**src/rtl/bus_pkg.sv**
```systemverilog
// Shared types and constants for the operand-bus writeback path.
package bus_pkg;

    // Default bus and register width.
    localparam int BUS_DATA_W = 8;

    // Writeback destination selected by d_sel.
    typedef enum logic [1:0] {
        DSEL_BREG = 2'b00,
        DSEL_AREG = 2'b01,
        DSEL_NONE = 2'b10,
        DSEL_EXT  = 2'b11
    } dsel_t;

    // Occupancy of the 2-entry external output buffer.
    typedef enum logic [1:0] {
        EMPTY = 2'd0,
        ONE   = 2'd1,
        FULL  = 2'd2
    } extbuf_state_t;

endpackage

```
**src/rtl/ext_out_skid.sv**
```systemverilog
// Two-entry (head + skid) output buffer with valid/ready handshake.
//
// Handshake: a beat transfers on a rising clk edge where valid and ready are
// both high. Once valid is high, data and valid hold steady until that
// transfer happens. full depends only on the state register, never on ready.
// A push request arriving while full is ignored (even with a same-cycle pop).
module ext_out_skid
    import bus_pkg::*;
#(
    parameter int DATA_W = BUS_DATA_W
) (
    input  logic              clk,
    input  logic              rst_n,
    input  logic              push,
    input  logic [DATA_W-1:0] push_data,
    input  logic              ready,
    output logic              valid,
    output logic [DATA_W-1:0] data,
    output logic              full
);

    extbuf_state_t     state, state_n;
    logic [DATA_W-1:0] head, head_n;
    logic [DATA_W-1:0] skid, skid_n;
    logic              pop;
    logic              accept;

    assign valid  = (state != EMPTY);
    assign full   = (state == FULL);
    assign data   = head;
    assign pop    = valid & ready;
    assign accept = push & (state != FULL);

    // State and storage registers; reset discards any pending entries.
    always_ff @(posedge clk or negedge rst_n) begin
        if (!rst_n) begin
            state <= EMPTY;
            head  <= '0;
            skid  <= '0;
        end else begin
            state <= state_n;
            head  <= head_n;
            skid  <= skid_n;
        end
    end

    // Next-state and storage update; the head always holds the oldest entry.
    always_comb begin
        state_n = state;
        head_n  = head;
        skid_n  = skid;
        unique case (state)
            EMPTY: begin
                if (accept) begin
                    state_n = ONE;
                    head_n  = push_data;
                end
            end
            ONE: begin
                if (accept && !pop) begin
                    state_n = FULL;
                    skid_n  = push_data;
                end else if (!accept && pop) begin
                    state_n = EMPTY;
                end else if (accept && pop) begin
                    head_n  = push_data;
                end
            end
            FULL: begin
                if (pop) begin
                    state_n = ONE;
                    head_n  = skid;
                end
            end
            default: begin
                state_n = EMPTY;
            end
        endcase
    end

endmodule

```
**src/rtl/bus_writeback.sv**
```systemverilog
// Operand-bus sink: writes b_bus into the B register, the A register,
// nowhere, or the external output buffer, as chosen by d_sel.
// Optional macro BUS_WRITEBACK_OVF_CNT_EN adds a saturating ovf_cnt output
// counting pushes dropped because the external buffer was full.
module bus_writeback
    import bus_pkg::*;
#(
    parameter int              DATA_W  = BUS_DATA_W,
    parameter logic [DATA_W-1:0] REG_RST = '0
) (
    input  logic              clk,
    input  logic              rst_n,
    input  logic [DATA_W-1:0] b_bus,
    input  logic              wr_en,
    input  logic [1:0]        d_sel,
    output logic [DATA_W-1:0] b_reg,
    output logic [DATA_W-1:0] reg_a,
    output logic [DATA_W-1:0] ext_out_data,
    output logic              ext_out_valid,
    input  logic              ext_out_ready,
    output logic              stall
`ifdef BUS_WRITEBACK_OVF_CNT_EN
    ,
    output logic [7:0]        ovf_cnt
`endif
);

    dsel_t dsel;
    logic  ext_push;
    logic  ext_full;

    assign dsel     = dsel_t'(d_sel);
    assign ext_push = wr_en & (dsel == DSEL_EXT);
    assign stall    = ext_full;

    // A/B register capture; DSEL_NONE and DSEL_EXT leave both untouched.
    always_ff @(posedge clk or negedge rst_n) begin
        if (!rst_n) begin
            b_reg <= REG_RST;
            reg_a <= REG_RST;
        end else if (wr_en) begin
            if (dsel == DSEL_BREG) b_reg <= b_bus;
            if (dsel == DSEL_AREG) reg_a <= b_bus;
        end
    end

    ext_out_skid #(
        .DATA_W(DATA_W)
    ) u_ext_out_skid (
        .clk      (clk),
        .rst_n    (rst_n),
        .push     (ext_push),
        .push_data(b_bus),
        .ready    (ext_out_ready),
        .valid    (ext_out_valid),
        .data     (ext_out_data),
        .full     (ext_full)
    );

`ifdef BUS_WRITEBACK_OVF_CNT_EN
    // Count pushes dropped while the buffer is full, saturating at 255.
    always_ff @(posedge clk or negedge rst_n) begin
        if (!rst_n) begin
            ovf_cnt <= 8'd0;
        end else if (ext_push && ext_full && (ovf_cnt != 8'hFF)) begin
            ovf_cnt <= ovf_cnt + 8'd1;
        end
    end
`endif

endmodule

```
**config.mk**
```make
export PLATFORM = sky130hd
export DESIGN_NAME = bus_writeback
export DESIGN_NICKNAME = d
export VERILOG_FILES = /design/src/rtl/bus_pkg.sv /design/src/rtl/ext_out_skid.sv /design/src/rtl/bus_writeback.sv
export SDC_FILE = /design/constraint.sdc
export NUM_CORES = 1
export LEC_CHECK = 0
export BUFFER_PORTS_ARGS = -buffer_cell sky130_fd_sc_hd__buf_4
export CAP_MARGIN = 10
export CORE_MARGIN = 3
export CORE_UTILIZATION = 37
export CTS_CLUSTER_SIZE = 12
export DETAILED_ROUTE_END_ITERATION = 7
export GPL_TIMING_DRIVEN = 0
export PLACE_DENSITY = 0.6
export SLEW_MARGIN = 20
export SYNTH_ARGS = -nofsm -noshare
export SYNTH_HDL_FRONTEND = slang
export SYNTH_SLANG_ARGS = --single-unit
```
**constraint.sdc**
```tcl
create_clock -name clk -period 1.95 [get_ports clk]
set_input_delay 0.195 -clock clk [delete_from_list [all_inputs] [get_ports clk]]
set_output_delay 0.195 -clock clk [all_outputs]
set_load 0.02 [all_outputs]
```
==> results.py, run 1 <==
metrics = {
    "finish": {
        "fin_nets": 152,
        "fill_cells": 330,
        "area_growth_syn_to_layout_pct": 31.8,
        "final_cells": 183,
        "diodes": 0,
        "drive_gt1_share_pct": 53.3,
    },
    "sta": {
        "setup_viol": 0,
        "hold_viol": 0,
        "hold-worst-slack_ns": 0.175,
        "rsz0062_at_grt": "false",
        "worst_slew_pin_slew_ns": 0.811,
        "fin_crit_ns": 1.70,
        "period_share_pct": 87.0,
        "slew_headroom_pct": 45.7,
        "max_freq_mhz": 589,
        "worst_clock_skew_ns": 0.00295,
        "drv_slew": 0,
        "tns_ns": 0,
    },
    "floorplanning": {
        "die_width_um": 67.3,
        "die_height_um": 67.3,
        "dieArea_um2": 4530,
        "num_rows": 21,
        "ioPinCount": 40,
        "initial_core_util_pct": 40.1,
        "core_um2": 3470,
    },
    "critical_path": {
        "cp_slowest_cell": "nor3b_4",
        "critPathKind": "flip-flop to flip-flop",
        "reg2reg_slack_ns": 0.25,
        "required_ns": 2.11,
        "path_cells": "nand4b_1 -> nor3b_4 -> mux2_2",
        "worstPathArrival_ns": 1.86,
        "crit_fanout": 9,
        "crit_path_max_incr_delay_ns": 0.50,
        "endpoint_kind": "flip-flop",
        "startpoint_type": "flip-flop",
    },
    "pwr": {
        "intPower_mw": 1.42,
        "p_clk_share_pct": 24.7,
        "ir_worst_vdd_mv": 0.553,
        "p_leak_nw": 0.834,
        "p_sw_uw": 572,
        "p_comb_share_pct": 27.9,
        "seq_power_share_pct": 47.4,
        "p_total_mw": 1.99,
        "switching_share_pct": 28.8,
        "power_density_nw_per_um2": 1090,
    },
    "cts": {
        "cts-resized-gates": 0,
        "cts_root_buf": "clkbuf_8",
        "tritoncts": "built",
        "clk_latency_ns": 0.28,
        "htreeDepth": 2,
        "hold_buffers": 1,
        "cts_post_setup_buffers_inserted": 0,
        "cts_made_buffers": 5,
        "cts_max_path_buffers": 2,
        "cts.clk_slew.worst_paths_ns": 0.06,
        "clock_sinks": 34,
    },
    "detailed_routing": {
        "route.met3.wl_um": 240,
        "drc": 0,
        "postRouteAntennaNets": 0,
        "wl_um": 2940,
        "vias": 961,
        "viasPerCell": 5.25,
        "routedWlPerCell_um": 16.1,
        "dr_wl_met2_um": 1370,
        "drt-met1-wl_um": 1270,
        "first_pass_iters": 5,
        "drt-initial-drc-count": 38,
        "top_layer_used": "met4",
    },
    "logic_synthesis": {
        "synth.avg_cell_area_um2": 15.3,
        "synth_top_area_share_pct": 61.2,
        "synth_nets": 105,
        "ys_seq_elements": 34,
        "synthTopCellsByArea": "dfrtp_1, mux2_2, o32a_1",
        "netlist_area_um2": 1390,
        "synth_ff_type": "dfrtp_1",
        "synth_cell_type_count": 18,
        "yosysTopAreaCell": "dfrtp_1",
        "synth-async-reset-ratio_pct": 100,
        "syn_inst": 91,
        "synth_common_cells": "dfrtp_1, mux2_2, o21a_1, o32a_1",
        "yosys_warnings": 0,
        "synth_edf_count": 0,
        "seq_area_frac_synth_pct": 61.2,
        "yosysMostFrequentCell": "dfrtp_1",
    },
    "global_route": {
        "grt_antenna_before_repair": 0,
        "grt_pass1_wl_um": 4760,
        "grt_pass1_vias": 955,
        "grt_overflow": 0,
        "grt_max_degree": 35,
        "grt_use_total_pct": 14.8,
    },
    "hold_path": {
        "worstHoldPathType": "primary input to flip-flop",
    },
    "placement": {
        "dp_cells": 176,
        "gp_congestion": 0.675,
        "io_buffers": 39,
        "dpl.hpwl_um": 2040,
    },
    "flow_run": {
        "maxCapViolCount": 0,
    },
    "outcome": {
        "status": "complete, no violations",
    },
}
worst max-delay path, delay by kind of cell (launching register included):
family	cells	cell delay, ns
flops	1	0.42
mux	1	0.40
simple gates	2	0.77
power groups by stage:
stage / Clock, mW / Sequential (mW) / Combinational [mW]
2_1_floorplan: 0 / 1.08 / 0.176
3_3_place_gp: 0 / 0.948 / 0.552
3_5_place_dp: 0 / 0.959 / 0.562
4_1_cts: 0.515 / 0.947 / 0.565
5_1_grt: 0.555 / 0.966 / 0.591
6_report: 0.491 / 0.944 / 0.555
metal layers:
layer	track usage, %	up-vias
li1	-	438
met1	18.3	484
met2	22.5	33
met3	5.99	6
met4	6.84	0
met5	0	-
cell families (layout without fill, tap and decap cells):
logic type / Yosys count / after routing / share of synthesized area, %
simple gates: 9 / 9 / 5.67
flops: 34 / 34 / 61.2
buf+inv: 3 / 49 / 0.809
compound gates: 20 / 20 / 12.2
mux: 25 / 25 / 20.1
metrics by stage:
| stage | setup slack, ns | area, µm² | util (%) |
|---|---|---|---|
| floorplan | 0.460 | 1390 | - |
| global placement | 0.275 | 1740 | 50.2 |
| detailed placement | 0.247 | 1740 | 50.2 |
| CTS | 0.244 | 1830 | 52.9 |
| global route | 0.169 | 1830 | 52.9 |
| finish | 0.253 | 1830 | 52.9 |
worst paths after layout:
check                                         from                      end  depth (start not counted)
min in group asynchronous                    rst_n                 reg_a[7]                          2
max in group asynchronous                    rst_n  u_ext_out_skid.state[0]                          2
max reg2reg                u_ext_out_skid.state[1]   u_ext_out_skid.skid[3]                          3
max                        u_ext_out_skid.state[1]   u_ext_out_skid.skid[3]                          3
min                                       b_bus[5]                 reg_a[5]                          2
min reg2reg                 u_ext_out_skid.data[7]   u_ext_out_skid.data[7]                          1
cell usage in the layout, fill, tap and decap left out:
master         count
a21boi_0           1
a21o_1             1
buf_4             39
clkbuf_1           2
clkbuf_8           6
dfrtp_1           34
dlygate4sd3_1      1
inv_1              1
mux2_2            24
mux2i_1            1
nand3_1            1
nand3b_1           2
nand4b_1           1
nor2b_1            2
nor3b_2            1
nor3b_4            1
o21a_1             8
o21ai_2            1
o22ai_1            1
o32a_1             8
or2_2              1
final cells by class:
type | count | area, µm² | area share, %
Sequential cell | 34 | 851 | 46.4
Multi-Input combinational cell | 54 | 529 | 28.9
Clock buffer | 6 | 82.6 | 4.50
Timing Repair Buffer | 40 | 303 | 16.5
Inverter | 1 | 3.75 | 0.205
Buffer | 2 | 7.51 | 0.409
Tap cell | 46 | 57.6 | 3.14
No activity file was read; power rests on OpenSTA's default activity.
==> inputs of run 2 (changes only) <==
--- a/config.mk
+++ b/config.mk
@@ -8,11 +8,11 @@
 export BUFFER_PORTS_ARGS = -buffer_cell sky130_fd_sc_hd__buf_4
 export CAP_MARGIN = 10
 export CORE_MARGIN = 3
-export CORE_UTILIZATION = 37
+export CORE_UTILIZATION = 45
 export CTS_CLUSTER_SIZE = 12
 export DETAILED_ROUTE_END_ITERATION = 7
 export GPL_TIMING_DRIVEN = 0
-export PLACE_DENSITY = 0.6
+export PLACE_DENSITY = 0.71
 export SLEW_MARGIN = 20
 export SYNTH_ARGS = -nofsm -noshare
 export SYNTH_HDL_FRONTEND = slang
==> run 2 against run 1 <==
Core utilization grew 10 points. Fmax shrank 0.28%. Register-to-register slack is essentially flat.
==> results.py, run 2 (synthesis gave the netlist of run 1 again) <==
metrics = {
    "outcome": {
        "status": "complete, no violations",
    },
    "cts": {
        "htreeDepth": 2,
        "cts_post_setup_buffers_inserted": 0,
        "clk_latency_ns": 0.34,
        "cts_max_path_buffers": 2,
        "cts-resized-gates": 0,
        "cts_root_buf": "clkbuf_4",
        "hold_buffers": 1,
        "cts_made_buffers": 5,
        "cts.clk_slew.worst_paths_ns": 0.10,
        "tritoncts": "built",
        "clock_sinks": 34,
    },
    "global_route": {
        "grt_antenna_before_repair": 0,
        "grt_use_total_pct": 16.0,
        "grt_pass1_vias": 921,
        "grt_max_degree": 35,
        "grt_pass1_wl_um": 4220,
        "grt_overflow": 0,
    },
    "critical_path": {
        "r2r-end": "u_ext_out_skid.skid[4]",
        "cp_slowest_cell": "nor3b_4",
        "reg2reg_depth": 3,
        "cp_top_family": "simple AND/OR/NAND/NOR gates",
        "path_cells": "nand4b_1 -> nor3b_4 -> mux2_2",
        "startpoint_type": "flip-flop",
        "endpoint_kind": "flip-flop",
        "reg2reg_slack_ns": 0.25,
        "critPathKind": "flip-flop to flip-flop",
        "crit_path_max_incr_delay_ns": 0.50,
        "worstPathArrival_ns": 1.92,
        "regToRegStartpoint": "u_ext_out_skid.state[1]",
        "crit_fanout": 9,
        "cp_num_buf_inv": 0,
        "required_ns": 2.17,
    },
    "sta": {
        "max_freq_mhz": 588,
        "tns_ns": 0,
        "period_share_pct": 87.3,
        "setup_viol": 0,
        "worst_slew_pin_slew_ns": 0.796,
        "slew_headroom_pct": 46.7,
        "drv_slew": 0,
        "worst_clock_skew_ns": 0.0108,
        "hold_viol": 0,
        "rsz0062_at_grt": "false",
        "fin_crit_ns": 1.70,
        "hold-worst-slack_ns": 0.110,
    },
    "detailed_routing": {
        "first_pass_iters": 2,
        "wl_um": 2710,
        "drc": 0,
        "vias": 940,
        "drt-initial-drc-count": 29,
        "routedWlPerCell_um": 15.9,
        "viasPerCell": 5.53,
        "postRouteAntennaNets": 0,
    },
    "finish": {
        "diodes": 0,
        "final_common_cell": "buf_4",
        "fill_cells": 241,
        "area_growth_syn_to_layout_pct": 29.1,
        "most-common-layout-cells": "buf_4, dfrtp_1, mux2_2",
        "drive_gt1_share_pct": 54.0,
        "fin_nets": 152,
    },
    "floorplanning": {
        "die_width_um": 61.6,
        "die_height_um": 61.6,
        "num_rows": 19,
        "initial_core_util_pct": 48.8,
        "dieArea_um2": 3800,
        "ioPinCount": 40,
        "core_um2": 2850,
    },
    "pwr": {
        "p_comb_share_pct": 29.1,
        "p_leak_nw": 0.825,
        "p_sw_uw": 581,
        "seq_power_share_pct": 49.6,
        "power_density_nw_per_um2": 1060,
        "switching_share_pct": 30.6,
        "intPower_mw": 1.32,
        "ir_worst_vdd_mv": 0.669,
        "p_clk_share_pct": 21.3,
        "p_total_mw": 1.90,
    },
    "hold_path": {
        "hold_path_end": "b_reg[0]",
        "hold_depth": 2,
        "worstHoldPathType": "primary input to flip-flop",
        "hp-start": "b_bus[0]",
    },
    "placement": {
        "dpl.hpwl_um": 1870,
        "io_buffers": 39,
        "gp_congestion": 0.684,
    },
    "flow_run": {
        "maxCapViolCount": 0,
    },
}
-- run 2: how the worst max path moves through the flow --
stage	startpoint	end	slack (ns)	cells past startpoint
finish	u_ext_out_skid.state[1]	u_ext_out_skid.skid[4]	0.25	3
global route	u_ext_out_skid.state[1]	u_ext_out_skid.skid[4]	0.15	3
CTS	u_ext_out_skid.state[1]	u_ext_out_skid.skid[4]	0.24	3
detailed placement	u_ext_out_skid.state[1]	u_ext_out_skid.skid[3]	0.26	3
global placement	u_ext_out_skid.state[1]	u_ext_out_skid.skid[4]	0.30	3
floorplan	u_ext_out_skid.state[1]	u_ext_out_skid.skid[0]	0.46	3
-- run 2: power groups by stage --
stage	clock network [mW]	logic [mW]	registers, mW
CTS	0.423	0.562	0.942
global route	0.454	0.589	0.964
global placement	0	0.549	0.948
finish	0.405	0.553	0.941
detailed placement	0	0.560	0.955
floorplan	0	0.176	1.08
-- run 2: area by class of cell --
cell class | count | area, µm² | area share [%]
buffer | 2 | 7.51 | 0.418
clock buffer | 6 | 51.3 | 2.86
clock inverter | 2 | 12.5 | 0.696
inverter | 1 | 3.75 | 0.209
multi-input combinational | 54 | 529 | 29.5
sequential | 34 | 851 | 47.4
tap | 31 | 38.8 | 2.16
timing repair buffer | 40 | 303 | 16.9
-- run 2: metal layers --
metal	wire length [µm]	GRT usage, %	up-vias
met5	0	0	-
met4	46	6.36	0
met3	159	5.66	6
met2	1350	26.2	28
met1	1150	19.4	467
li1	-	-	439
-- run 2: stage by stage --
step | util [%] | cell area, µm² | setup slack, ns | std cells
2_1_floorplan | - | 1390 | 0.460 | 91
3_3_place_gp | 60.4 | 1720 | 0.298 | 161
3_5_place_dp | 60.4 | 1720 | 0.256 | 161
4_1_cts | 63.0 | 1800 | 0.237 | 170
5_1_grt | 63.0 | 1800 | 0.151 | 170
6_report | 63.0 | 1800 | 0.248 | 170
